**config.mk**
```make
export PLATFORM = sky130hd
export DESIGN_NAME = tea_decrypt_flat
export DESIGN_NICKNAME = d
export VERILOG_FILES = /design/src/rtl/tea_pkg.sv /design/src/rtl/tea_if.sv /design/src/rtl/tea_round_f.sv /design/src/rtl/tea_decrypt.sv /design/src/flat_wrapper.sv
export SDC_FILE = /design/constraint.sdc
export NUM_CORES = 1
export LEC_CHECK = 0
export BUFFER_PORTS_ARGS = -buffer_cell sky130_fd_sc_hd__clkbuf_2
export CORE_ASPECT_RATIO = 1.2
export CORE_UTILIZATION = 60
export CTS_CLUSTER_SIZE = 30
export DETAILED_ROUTE_END_ITERATION = 7
export PLACE_DENSITY = 0.8
export SETUP_SLACK_MARGIN = 0.02
export SLEW_MARGIN = 20
export SYNTH_ARGS = -nofsm -noshare
export SYNTH_HDL_FRONTEND = slang
export SYNTH_HIERARCHICAL = 1
export SYNTH_SLANG_ARGS = --single-unit
export TNS_END_PERCENT = 1
```
**constraint.sdc**
```tcl
create_clock -name i_clk -period 5.15 [get_ports i_clk]
set_clock_uncertainty 0.1 [all_clocks]
set_input_delay 0.2575 -clock i_clk [delete_from_list [all_inputs] [get_ports i_clk]]
set_output_delay 0.2575 -clock i_clk [all_outputs]
set_load 0.05 [all_outputs]
```
**src/rtl/tea_pkg.sv**
```systemverilog
// TEA shared definitions: round constant, key type and
// the decrypt FSM states, shared with the encryptor.
package tea_pkg;

  localparam logic [31:0] TEA_DELTA = 32'h9E3779B9;

  typedef logic [3:0][31:0] tea_key_t;

  typedef enum logic [1:0] {
    IDLE  = 2'd0,
    DEC_1 = 2'd1,
    DEC_0 = 2'd2,
    DONE  = 2'd3
  } tea_state_e;

  function automatic logic [31:0] tea_sum_init(
    input int unsigned rounds
  );
    return rounds * TEA_DELTA;
  endfunction

endpackage

```
**src/rtl/tea_if.sv**
```systemverilog
// Byte-stream bundle of the TEA decryption core: key,
// ciphertext strobe, run request and plaintext output.
interface tea_if;
  import tea_pkg::*;

  logic       i_calculate;
  logic       i_round_key_valid;
  tea_key_t   i_round_key_data;
  logic [7:0] i_cipher_update;
  logic       i_cipher_update_valid;
  logic [7:0] o_plain_data;
  logic       o_plain_valid;

  modport master (
    output i_calculate,
    output i_round_key_valid,
    output i_round_key_data,
    output i_cipher_update,
    output i_cipher_update_valid,
    input  o_plain_data,
    input  o_plain_valid
  );

  modport slave (
    input  i_calculate,
    input  i_round_key_valid,
    input  i_round_key_data,
    input  i_cipher_update,
    input  i_cipher_update_valid,
    output o_plain_data,
    output o_plain_valid
  );

endinterface

```
**src/rtl/tea_round_f.sv**
```systemverilog
// TEA mixing function F(v,ka,kb,s), purely combinational;
// used for both half-rounds here and by the encryptor.
module tea_round_f (
  input  logic [31:0] v,
  input  logic [31:0] ka,
  input  logic [31:0] kb,
  input  logic [31:0] s,
  output logic [31:0] f
);

  assign f = ((v << 4) + ka) ^ (v + s) ^ ((v >> 5) + kb);

endmodule

```
**src/rtl/tea_decrypt.sv**
```systemverilog
// Streaming TEA decrypt: byte load, one half-round per clock,
// held byte output. Option: TEA_DEC_CLEAR_EN wipes blk after DONE.
module tea_decrypt
  import tea_pkg::*;
#(
  parameter int ROUNDS      = 32,
  parameter int HOLD_CYCLES = 11
) (
  input logic i_clk,
  input logic i_rst,
  tea_if.slave bus
);

  localparam int HW =
    (HOLD_CYCLES > 1) ? $clog2(HOLD_CYCLES) : 1;
  localparam logic [31:0] SUM_INIT =
    tea_sum_init(ROUNDS);
  localparam logic [5:0] RND_LAST = 6'(ROUNDS - 1);
  localparam logic [HW-1:0] HOLD_LAST = HW'(HOLD_CYCLES - 1);

  tea_state_e state_q, state_d;

  logic [63:0]   blk;
  logic [2:0]    ld_ptr;
  logic [2:0]    tx;
  logic [HW-1:0] hold;
  logic [31:0]   sum;
  logic [5:0]    rnd;

  logic [31:0] v0, v1, f1, f0;
  logic        calc, start, load;
  logic        last_rnd, hold_end, tx_end;
  tea_key_t    key;

  assign key  = bus.i_round_key_data;
  assign calc = bus.i_calculate;
  assign v0   = blk[31:0];
  assign v1   = blk[63:32];

  assign start    = calc && bus.i_round_key_valid;
  assign load     = bus.i_cipher_update_valid && !calc;
  assign last_rnd = (rnd == RND_LAST);
  assign hold_end = (hold == HOLD_LAST);
  assign tx_end   = (tx == 3'd7) && hold_end;

  tea_round_f u_f1 (
    .v  (v0),
    .ka (key[2]),
    .kb (key[3]),
    .s  (sum),
    .f  (f1)
  );

  tea_round_f u_f0 (
    .v  (v1),
    .ka (key[0]),
    .kb (key[1]),
    .s  (sum),
    .f  (f0)
  );

  always_ff @(posedge i_clk or posedge i_rst) begin
    if (i_rst) state_q <= IDLE;
    else       state_q <= state_d;
  end

  // a dropped run request aborts decryption but never transmission
  always_comb begin
    state_d = state_q;
    unique case (state_q)
      IDLE:  if (start) state_d = DEC_1;
      DEC_1: state_d = calc ? DEC_0 : IDLE;
      DEC_0: begin
        if (!calc)         state_d = IDLE;
        else if (last_rnd) state_d = DONE;
        else               state_d = DEC_1;
      end
      DONE:  if (tx_end) state_d = IDLE;
      default: state_d = IDLE;
    endcase
  end

  always_ff @(posedge i_clk or posedge i_rst) begin
    if (i_rst) begin
      blk    <= '0;
      ld_ptr <= '0;
      tx     <= '0;
      hold   <= '0;
      sum    <= '0;
      rnd    <= '0;
    end else begin
      unique case (state_q)
        IDLE: begin
          if (start) begin
            sum <= SUM_INIT;
            rnd <= '0;
          end
        end
        DEC_1: begin
          if (calc) blk[63:32] <= v1 - f1;
        end
        DEC_0: begin
          if (calc) begin
            blk[31:0] <= v0 - f0;
            sum       <= sum - TEA_DELTA;
            rnd       <= rnd + 6'd1;
          end
        end
        DONE: begin
          if (hold_end) begin
            hold <= '0;
            tx   <= tx + 3'd1;
          end else begin
            hold <= hold + 1'b1;
          end
        end
        default: ;
      endcase
      // loads need calc low, round writes need it high: never both
      if (load) begin
        blk[{ld_ptr, 3'b000} +: 8] <= bus.i_cipher_update;
        ld_ptr <= ld_ptr + 3'd1;
      end
`ifdef TEA_DEC_CLEAR_EN
      if (state_q == DONE && tx_end) begin
        blk    <= '0;
        ld_ptr <= '0;
      end
`endif
    end
  end

  assign bus.o_plain_data  = blk[{tx, 3'b000} +: 8];
  assign bus.o_plain_valid = (state_q == DONE);

endmodule

```
**src/flat_wrapper.sv**
```systemverilog
// flat-port wrapper written by rule: the top's interface ports become plain ports
module tea_decrypt_flat import tea_pkg::*;
#(
  parameter int ROUNDS      = 32,
  parameter int HOLD_CYCLES = 11
)
  (i_clk, i_rst, bus_i_calculate, bus_i_round_key_valid, bus_i_round_key_data, bus_i_cipher_update, bus_i_cipher_update_valid, bus_o_plain_data, bus_o_plain_valid);
  tea_if bus_i ();
  input logic i_clk;
  input logic i_rst;
  input wire logic [$bits(bus_i.i_calculate)-1:0] bus_i_calculate;
  input wire logic [$bits(bus_i.i_round_key_valid)-1:0] bus_i_round_key_valid;
  input wire logic [$bits(bus_i.i_round_key_data)-1:0] bus_i_round_key_data;
  input wire logic [$bits(bus_i.i_cipher_update)-1:0] bus_i_cipher_update;
  input wire logic [$bits(bus_i.i_cipher_update_valid)-1:0] bus_i_cipher_update_valid;
  output wire logic [$bits(bus_i.o_plain_data)-1:0] bus_o_plain_data;
  output wire logic [$bits(bus_i.o_plain_valid)-1:0] bus_o_plain_valid;
  assign bus_i.i_calculate = bus_i_calculate;
  assign bus_i.i_round_key_valid = bus_i_round_key_valid;
  assign bus_i.i_round_key_data = bus_i_round_key_data;
  assign bus_i.i_cipher_update = bus_i_cipher_update;
  assign bus_i.i_cipher_update_valid = bus_i_cipher_update_valid;
  assign bus_o_plain_data = bus_i.o_plain_data;
  assign bus_o_plain_valid = bus_i.o_plain_valid;
  tea_decrypt #(.ROUNDS(ROUNDS), .HOLD_CYCLES(HOLD_CYCLES)) u_core (.i_clk(i_clk), .i_rst(i_rst), .bus(bus_i));
endmodule
```
## Word level (Yosys, flattened, before mapping)

Index checks and enable logic that the tools add are counted.

- Register bits: 114
- Bits of input ports: 141
- Output and inout port bits: 9

- Add/subtract/negate cells: 14
- Equal/unequal tests: 9
- Shift operators: 3
- Multiplexer cells: 19
- Bitwise operators: 4
- Reductions and logical operators: 9

Operators with widths:

| kind | count |
|---|---|
| $mux 32 | 6 |
| $add 32x32->32 | 4 |
| $xor 32x32->32 | 4 |
| $add 27x32->32 | 2 |
| $bwmux 64 | 1 |
| $mux 64 | 1 |
| $pmux 32 s2 | 1 |
| $shift 8x8->64 const A | 1 |
| $shiftx 64x7->8 | 1 |
| $shiftx 8x8->64 | 1 |
| $sub 32x32->32 | 2 |
| $sub 32x32->32 const B | 1 |
| $mux 6 | 2 |
| $pmux 6 s2 | 1 |
| $mux 2 | 5 |
| $neg 6->8 | 1 |
| $pmux 2 s4 | 1 |
| $add 3x1->3 const B | 2 |
| $add 6x1->6 const B | 1 |
| $eq 6x5->1 const B | 1 |
| $add 4x1->4 const B | 1 |
| $eq 2x2->1 const B | 2 |
| $eq 4x4->1 const B | 1 |
| $mux 4 | 1 |
| other kinds (10) | 14 |

## Longest topological paths before layout

Gate-level depths: netlist of run 1.

- Word-level depth: 8
- Gate-level depth with buffers: 24

## By module

The synthesis of run 1 kept the hierarchy.

Modules (own cells, without submodules):

| module | instances | cells each | area each (um^2) | seq. area each (um^2) |
|---|---|---|---|---|
| tea_round_f | 2 | 627 | 4924.7 | 0.0 |
| tea_decrypt | 1 | 1100 | 9077.5 | 2852.7 |

## Least setup slack after synthesis of run 1

Ideal clock, no wire load.

- Path kind: register -> register
- Start: reg u_core.blk[44]
- End: reg u_core.blk[28]
- Library setup time: 0.130 ns
- Arrival: 4.523 ns
- Slack: 0.397 ns
- Stages on the path, launching flop included: 22
- Path buffers: 0
- Period minus slack after synthesis: 4.753 ns
- Path through: dfrtp_1 > ha_1 > a211o_1 > a211oi_2 > a31oi_1 > a21o_1 > a21oi_1 > o21ai_1 > a21o_1 > a21oi_1 > xnor2_1 > inv_1 > ha_1 > a21o_1 > a21o_1 > a21o_1 > a221oi_4 > o21ai_2 > a221o_1 > a31oi_1 > xor2_1 > o21ai_1

- Word-level cells in the longest chain between the ends: 8
- Elaborated cells between the ends (all ways): 10
- Classes of those cells: 4 x add/sub; 4 x mux; 2 x bitwise

Ends and longest elaborated chain:

| what | RTL line | RTL |
|---|---|---|
| start, declared | tea_decrypt.sv:23 | `logic [63:0] blk;` |
| start signal, assigned | tea_decrypt.sv:100 | `if (calc) blk[63:32] <= v1 - f1;` |
| start signal, assigned by index | tea_decrypt.sv:121 | `blk[{ld_ptr, 3'b000} +: 8] <= bus.i_cipher_update;` |
| $add 32x32->32 | tea_round_f.sv:11 | `assign f = ((v << 4) + ka) ^ (v + s) ^ ((v >> 5) + kb);` |
| $xor 32x32->32 | tea_round_f.sv:11 |  |
| $xor 32x32->32 (*) | tea_round_f.sv:11 |  |
| via u_core.f0[16] | tea_decrypt.sv:30 | `logic [31:0] v0, v1, f1, f0;` |
| $sub 32x32->32 (*) | tea_decrypt.sv:104 | `blk[31:0] <= v0 - f0;` |
| $mux 32 (*) | tea_decrypt.sv:103 | `if (calc) begin` |
| $mux 32 (*) | tea_decrypt.sv:92 | `unique case (state_q)` |
| $bwmux 64 | tea_decrypt.sv:121 |  |
| $mux 64 (*) | tea_decrypt.sv:120 | `if (load) begin` |

The timed path passes the listed nets; every way through them passes the cells marked *.
A chain may end at the register's enable or synchronous reset.

## Worst setup path after layout of run 1

- Start: reg u_core.sum[0]
- End: reg u_core.blk[28]

- Word-level cells in the longest chain between the ends: 8

Ends and longest elaborated chain:

| what | RTL line | RTL |
|---|---|---|
| start, declared | tea_decrypt.sv:27 | `logic [31:0] sum;` |
| start signal, assigned | tea_decrypt.sv:105 | `sum <= sum - TEA_DELTA;` |
| $add 32x32->32 (*) | tea_round_f.sv:11 |  |
| $xor 32x32->32 (*) (2 in series) | tea_round_f.sv:11 |  |
| via u_core.f0[12] | tea_decrypt.sv:30 |  |
| $sub 32x32->32 (*) | tea_decrypt.sv:104 |  |
| $mux 32 (*) | tea_decrypt.sv:103 |  |
| $mux 32 (*) | tea_decrypt.sv:92 |  |
| $bwmux 64 | tea_decrypt.sv:121 |  |
| $mux 64 (*) | tea_decrypt.sv:120 |  |
| end signal, assigned | tea_decrypt.sv:104 |  |
| end signal, assigned by index | tea_decrypt.sv:121 |  |

Marks and branches as above.

==> results of run 1 <==
## kinds of logic after synthesis
group | Yosys count | share of synthesized area
DFF | 114 | 0.151
AOI/OAI and AO/OA | 823 | 0.288
adders and majority gates | 247 | 0.166
and+or+nand+nor | 584 | 0.152
xor gates and xnor gates | 373 | 0.178
muxes | 35 | 0.0298
buffers and inverters | 178 | 0.0358
## state kept, by name, indices dropped and copies added (netlist names)
register        count
u_core/sum         32
u_core/rnd          6
u_core/hold         4
u_core/tx           3
u_core/ld_ptr       3
u_core/blk         64
u_core/state_q      2
## worst register-to-register path, delay by kind of cell, from the launching register on
| kind | cells | cell delay [ns] |
|---|---|---|
| buffers and inverters | 4 | 0.53 |
| adders and majority gates | 3 | 0.69 |
| and+or+nand+nor | 3 | 0.56 |
| xor gates and xnor gates | 3 | 0.55 |
| DFF | 1 | 0.49 |
| AOI/OAI and AO/OA | 11 | 2.03 |
## routing by layer
| metal | vias up | track usage | share of wire |
|---|---|---|---|
| met4 | 0 | 0.271 | 0.071 |
| met2 | 954 | 0.677 | 0.47 |
| met3 | 259 | 0.0692 | 0.077 |
| li1 | 9073 | - | - |
| met1 | 9287 | 0.497 | 0.38 |
| met5 | - | 0 | 0 |
## cell usage after synthesis (35+ instances only)
master,n,share of area
nand3_1,54,0.014
clkbuf_1,47,0.0093
a21oi_1,259,0.068
xor2_1,91,0.042
and3_1,35,0.012
o21ai_1,36,0.0095
o21ai_0,134,0.035
xnor2_1,274,0.13
nor2_1,139,0.028
a21o_1,134,0.053
inv_1,121,0.024
dfrtp_1,114,0.15
ha_1,239,0.16
nand2_1,175,0.035
## placed cells by master (no fill, tap or decap), types with 19 or more instances in the layout
cell type	synthesis	layout
dfrtp_2	0	22
a31oi_1	22	19
o21bai_1	24	24
o21ai_1	36	34
dfrtp_1	114	92
nand3_1	54	54
a21o_1	134	134
clkbuf_2	3	149
nor2_1	139	137
a21oi_1	259	244
ha_1	239	209
o21ai_0	134	130
xnor2_1	274	272
nand2b_1	30	29
buf_4	1	110
o21a_1	29	29
or3_1	22	22
xor2_1	91	91
a211oi_1	25	20
nand2_1	175	173
inv_1	121	120
nor3_1	25	25
and3_1	35	34
## stage by stage
| stage | TNS [ns] | hold slack, ns | setup slack [ns] |
|---|---|---|---|
| final | 0 | 0.247 | 0.0463 |
| after global routing | -0.541 | 0.237 | -0.135 |
| after CTS | 0 | 0.207 | 0.00179 |
| after detailed placement | -0.0812 | 0.397 | -0.0394 |
| after global placement | 0 | 0.386 | 0.00685 |
| after floorplan | 0 | 0.274 | 0.397 |
## how the worst max path moves through the flow
stage	from	endpoint	slack, ns	cells past startpoint
5_1_grt	u_core/sum[0]	u_core/blk[63]	-0.13	26
3_3_place_gp	u_core/blk[9]	u_core/blk[61]	0.007	22
3_5_place_dp	u_core/blk[9]	u_core/blk[61]	-0.04	22
6_report	u_core/sum[0]	u_core/blk[28]	0.05	24
2_1_floorplan	u_core/blk[44]	u_core/blk[28]	0.40	21
4_1_cts	u_core/blk[38]	u_core/blk[28]	0.002	20
## repair_timing
item / in CTS / in global routing
hold endpoints to repair: 32 / 0
pin swaps: 6 / 28
buffers inserted: 3 / 16
resized for setup: 17 / 112
endpoints found under the setup margin: 7 / 30
hold buffers: 1 / 0
## area by class of cell
type / instances / area [µm²] / share of cell area
multi-input combinational: 2062 / 16000 / 0.726
antenna: 1 / 2.50 / 0.000114
sequential: 114 / 2880 / 0.131
inverter: 121 / 457 / 0.0207
clock buffer: 17 / 425 / 0.0193
clock inverter: 15 / 195 / 0.00885
timing repair buffer: 260 / 1580 / 0.0717
tap: 396 / 495 / 0.0225
==> impl_metrics.py, run 1 <==
metrics = {
    "status": {
        "run_status": "complete, no violations",
    },
    "hold_path": {
        "hold_class": "input pin to register",
        "min_from": "bus_i_cipher_update[6]",
        "holdPathStages": 3,
        "worstHoldEndpoint": "u_core/blk[54]",
    },
    "clock_tree": {
        "clock_latency_ns": 0.44,
        "clockRootBuffer": "clkbuf_16",
        "cts_max_level": 4,
        "cts_num_sinks": 114,
        "clkSlewWorstSetupHoldPaths_ns": 0.07,
        "cts_buffer_depth": 2,
        "cts_buffers": 17,
        "cts_tree": "done",
    },
    "floorplan": {
        "start_util": 0.616,
        "die_area_um2": 32300,
        "core_region_area_um2": 30700,
        "die_h_um": 197,
        "die_x_um": 164,
        "ioPinCount": 150,
        "num_rows": 70,
    },
    "finish": {
        "nets": 2964,
        "design_area_um2": 22000,
        "post-route-util": 0.717,
        "fillers": 2509,
        "area.growth.synth_to_final_pct": 16.5,
        "drive_gt1_frac": 0.191,
        "stdcell_count": 2986,
    },
    "worst_setup_path": {
        "path_buf_inv": 4,
        "cp_max_fo": 6,
        "r2r_end": "u_core/blk[28]",
        "r2r_setup_slack_ns": 0.05,
        "critPathRequiredTime_ns": 5.35,
        "slowest_delay_ns": 0.49,
        "reg2reg_depth": 24,
        "crit_type": "register to register",
        "crit_slowest_cell": "dfrtp_2",
        "path_cells": "ha_4 > inv_1 > fa_2 > nor2b_2 > o31ai_4 > a211oi_2 > buf_4 > or2_2 > a21o_1 > a21oi_2 > xnor2_1 > xnor2_1 > inv_1 > ha_4 > and3_4 > a31oi_2 > a211oi_2 > buf_4 > a221oi_4 > o21ai_2 > a221o_1 > a31oi_1 > xor2_1 > o21ai_1",
        "critical_path.top_delay_family": "compound AO/OA/AOI/OAI gates",
        "worst_setup_path_end_kind": "register",
        "cp.arrival_ns": 5.30,
        "worstReg2RegStart": "u_core/sum[0]",
        "start_kind": "register",
    },
    "place": {
        "place_inst": 2933,
        "dpl.hpwl_um": 53300,
        "placed_area_um2": 20600,
        "numPortBuffers": 149,
        "gp_congestion": 1.05,
    },
    "synth": {
        "synth_area_per_cell_um2": 8.04,
        "netlist_area_um2": 18900,
        "netlist_instances": 2354,
        "syn_nets": 2742,
        "synthFlopType": "dfrtp_1",
        "yosys_warnings": 6,
        "synth-edff-count": 0,
        "netlist-cell-type-count": 89,
        "async_flop_share": 1.00,
        "ys_ff_latch": 114,
        "yosysSeqAreaShare": 0.151,
    },
    "sta": {
        "slew_headroom": 0.287,
        "finalMaxSlewViolations": 0,
        "fin_crit_sh": 0.991,
        "worstMarginPinSlew_ns": 1.07,
        "rsz0062_at_grt": "yes",
        "finalHoldViolCount": 0,
        "setup_viol": 0,
        "period_needed_ns": 5.10,
        "fmax_mhz": 196,
    },
    "route": {
        "wl_per_cell_um": 22.9,
        "drt_iter0_drc": 1927,
        "wirelength_um": 68300,
        "vias_per_cell": 6.55,
        "drt_first_pass_iters": 6,
        "num_vias": 19573,
        "drc": 0,
        "ant_nets": 0,
    },
    "flow_run": {
        "drv_cap": 0,
    },
    "grt": {
        "groute.usage.overall": 0.414,
        "grt_pass1_vias": 18457,
        "antenna_found_initial": 0,
        "grt_pass1_wl_um": 101000,
        "grt-ovfl-total": 0,
        "grt_max_degree": 76,
    },
}
Power of run 1 is not shown: default switching activity piles up to over one toggle a cycle in this logic, so the estimate is an artifact.
==> run 2, diff against run 1 <==
--- a/config.mk
+++ b/config.mk
@@ -7,10 +7,10 @@
 export LEC_CHECK = 0
 export BUFFER_PORTS_ARGS = -buffer_cell sky130_fd_sc_hd__clkbuf_2
 export CORE_ASPECT_RATIO = 1.2
-export CORE_UTILIZATION = 60
+export CORE_UTILIZATION = 57
 export CTS_CLUSTER_SIZE = 30
 export DETAILED_ROUTE_END_ITERATION = 7
-export PLACE_DENSITY = 0.8
+export PLACE_DENSITY = 0.79
 export SETUP_SLACK_MARGIN = 0.02
 export SLEW_MARGIN = 20
 export SYNTH_ARGS = -nofsm -noshare
==> constraint.sdc (replaced) <==
create_clock -name i_clk -period 4.5 [get_ports i_clk]
set_clock_uncertainty 0.1 [all_clocks]
set_input_delay 0.225 -clock i_clk [delete_from_list [all_inputs] [get_ports i_clk]]
set_output_delay 0.225 -clock i_clk [all_outputs]
set_load 0.05 [all_outputs]
==> impl_metrics.py, run 2 (synthesized netlist as in run 1, its figures left out) <==
metrics = {
    "status": {
        "run_status": "finished, violations left",
        "violations": "setup timing",
    },
    "finish": {
        "diodes": 0,
        "layout_commonest_cell": "buf_4",
        "fillers": 2193,
        "top_register": "u_core/blk",
        "nets": 3408,
        "area.growth.synth_to_final_pct": 37.4,
        "largest_reg_flops": 64,
        "top_regs": "u_core/blk x64, u_core/sum x32, u_core/rnd x6",
        "layout_common_cells": "547 x buf_4, 260 x xnor2_1, 221 x a21oi_1, 205 x ha_1, 169 x nand2_1",
        "drive_gt1_frac": 0.336,
    },
    "route": {
        "wirelength_um": 81400,
        "num_vias": 22294,
        "drt_iter0_drc": 2504,
        "wl_per_cell_um": 23.7,
        "drt_first_pass_iters": 8,
        "vias_per_cell": 6.48,
        "drc": 0,
        "ant_nets": 0,
    },
    "sta": {
        "layout_setup_ws_ns": -0.566,
        "fmax_mhz": 197,
        "fin_crit_sh": 1.13,
        "finalSetupTns_ns": -11.39,
        "finalHoldViolCount": 0,
        "worstMarginPinSlew_ns": 1.00,
        "finalMaxSlewViolations": 0,
        "setup_viol": 39,
        "slew_headroom": 0.331,
        "period_needed_ns": 5.07,
        "rsz0062_at_grt": "yes",
    },
    "hold_path": {
        "hold_class": "input pin to register",
    },
    "place": {
        "dpl.hpwl_um": 61000,
        "numPortBuffers": 149,
        "gp_congestion": 1.01,
    },
    "floorplan": {
        "die_x_um": 168,
        "ioPinCount": 150,
        "start_util": 0.584,
        "num_rows": 72,
        "core_region_area_um2": 32400,
        "die_area_um2": 33900,
        "die_h_um": 202,
    },
    "clock_tree": {
        "cts_tree": "done",
        "clockRootBuffer": "clkbuf_16",
        "cts_num_sinks": 114,
        "clkSlewWorstSetupHoldPaths_ns": 0.06,
        "cts_max_level": 4,
        "cts_buffer_depth": 2,
        "cts_buffers": 17,
        "clock_latency_ns": 0.43,
    },
    "grt": {
        "grt_pass1_vias": 21681,
        "groute.usage.overall": 0.455,
        "grt-ovfl-total": 0,
        "antenna_found_initial": 0,
        "grt_max_degree": 75,
        "grt_pass1_wl_um": 118000,
    },
    "worst_setup_path": {
        "cp_common_cell": "a21o_1",
        "slowest_delay_ns": 0.42,
        "cp.arrival_ns": 5.32,
        "crit_type": "register to register",
        "path_buf_inv": 2,
        "cp_max_fo": 5,
        "critPathRequiredTime_ns": 4.75,
        "worst_setup_path_end_kind": "register",
        "crit_slowest_cell": "dfrtp_1",
        "path_cells": "ha_1 > a21oi_1 > o21ai_0 > a31o_2 > o2111ai_4 > nand2_2 > a21o_1 > a21oi_2 > xnor2_1 > inv_2 > ha_4 > a21o_1 > a21o_1 > a21o_1 > a21o_1 > a221oi_4 > o21ai_2 > a221o_1 > buf_4 > xor2_1 > nand2_1 > a21oi_2",
        "critical_path.top_delay_family": "compound AO/OA/AOI/OAI gates",
        "start_kind": "register",
    },
    "flow_run": {
        "drv_cap": 0,
    },
}
run 2: layout make-up:
| class | count | area (µm²) | area share |
|---|---|---|---|
| Sequential cell | 114 | 2880 | 0.111 |
| Clock inverter | 11 | 158 | 0.00606 |
| Tap cell | 407 | 509 | 0.0196 |
| Clock buffer | 21 | 470 | 0.0181 |
| Timing Repair Buffer | 704 | 4970 | 0.191 |
| Inverter | 121 | 457 | 0.0176 |
| Multi-Input combinational cell | 2062 | 16600 | 0.637 |
run 2: tightest hold or removal path: stages:
cell and delay [ns]:
clkbuf_2 0.30, nand2_1 0.13, o21ai_1 0.06
run 2: layer usage:
layer  wire length [µm]  GRT usage
met1              30000      0.532
met4               7980      0.372
met3               6730     0.0710
met2              36700      0.738
met5                  0          0
run 2: worst paths after layout:
check                                       start          endpoint  slack (ns)  cells past startpoint
setup / recovery                   u_core/blk[45]    u_core/blk[26]       -0.57                     22
hold / removal             bus_i_cipher_update[7]    u_core/blk[15]        0.24                      3
setup reg to reg                   u_core/blk[45]    u_core/blk[26]       -0.57                     22
hold reg to reg                  u_core/ld_ptr[2]  u_core/ld_ptr[2]        0.41                      1
max in group asynchronous                   i_rst      u_core/tx[0]        2.76                      5
min in group asynchronous                   i_rst    u_core/blk[37]        0.27                      3
run 2: stage by stage:
stage                     area [µm²]  instances  hold WS, ns  worst slack [ns]  utilization
after detailed placement       24000       3380        0.397            -0.555        0.741
after global placement         24000       3380        0.380            -0.386        0.741
after CTS                      25500       3432        0.187            -0.288        0.786
after global routing           26000       3440        0.216            -0.731        0.802
after floorplan                19000       2354        0.242           -0.0283            -
final                          26000       3440        0.237            -0.566        0.802
run 2: repair_timing:
item,4_1_cts,5_1_grt
buffers inserted,20,7
resized for setup,139,74
hold buffers,1,0
endpoints found under the hold margin,73,0
pin swaps,88,52
setup endpoints to repair,38,43
Power of run 2 is left out for the same reason.
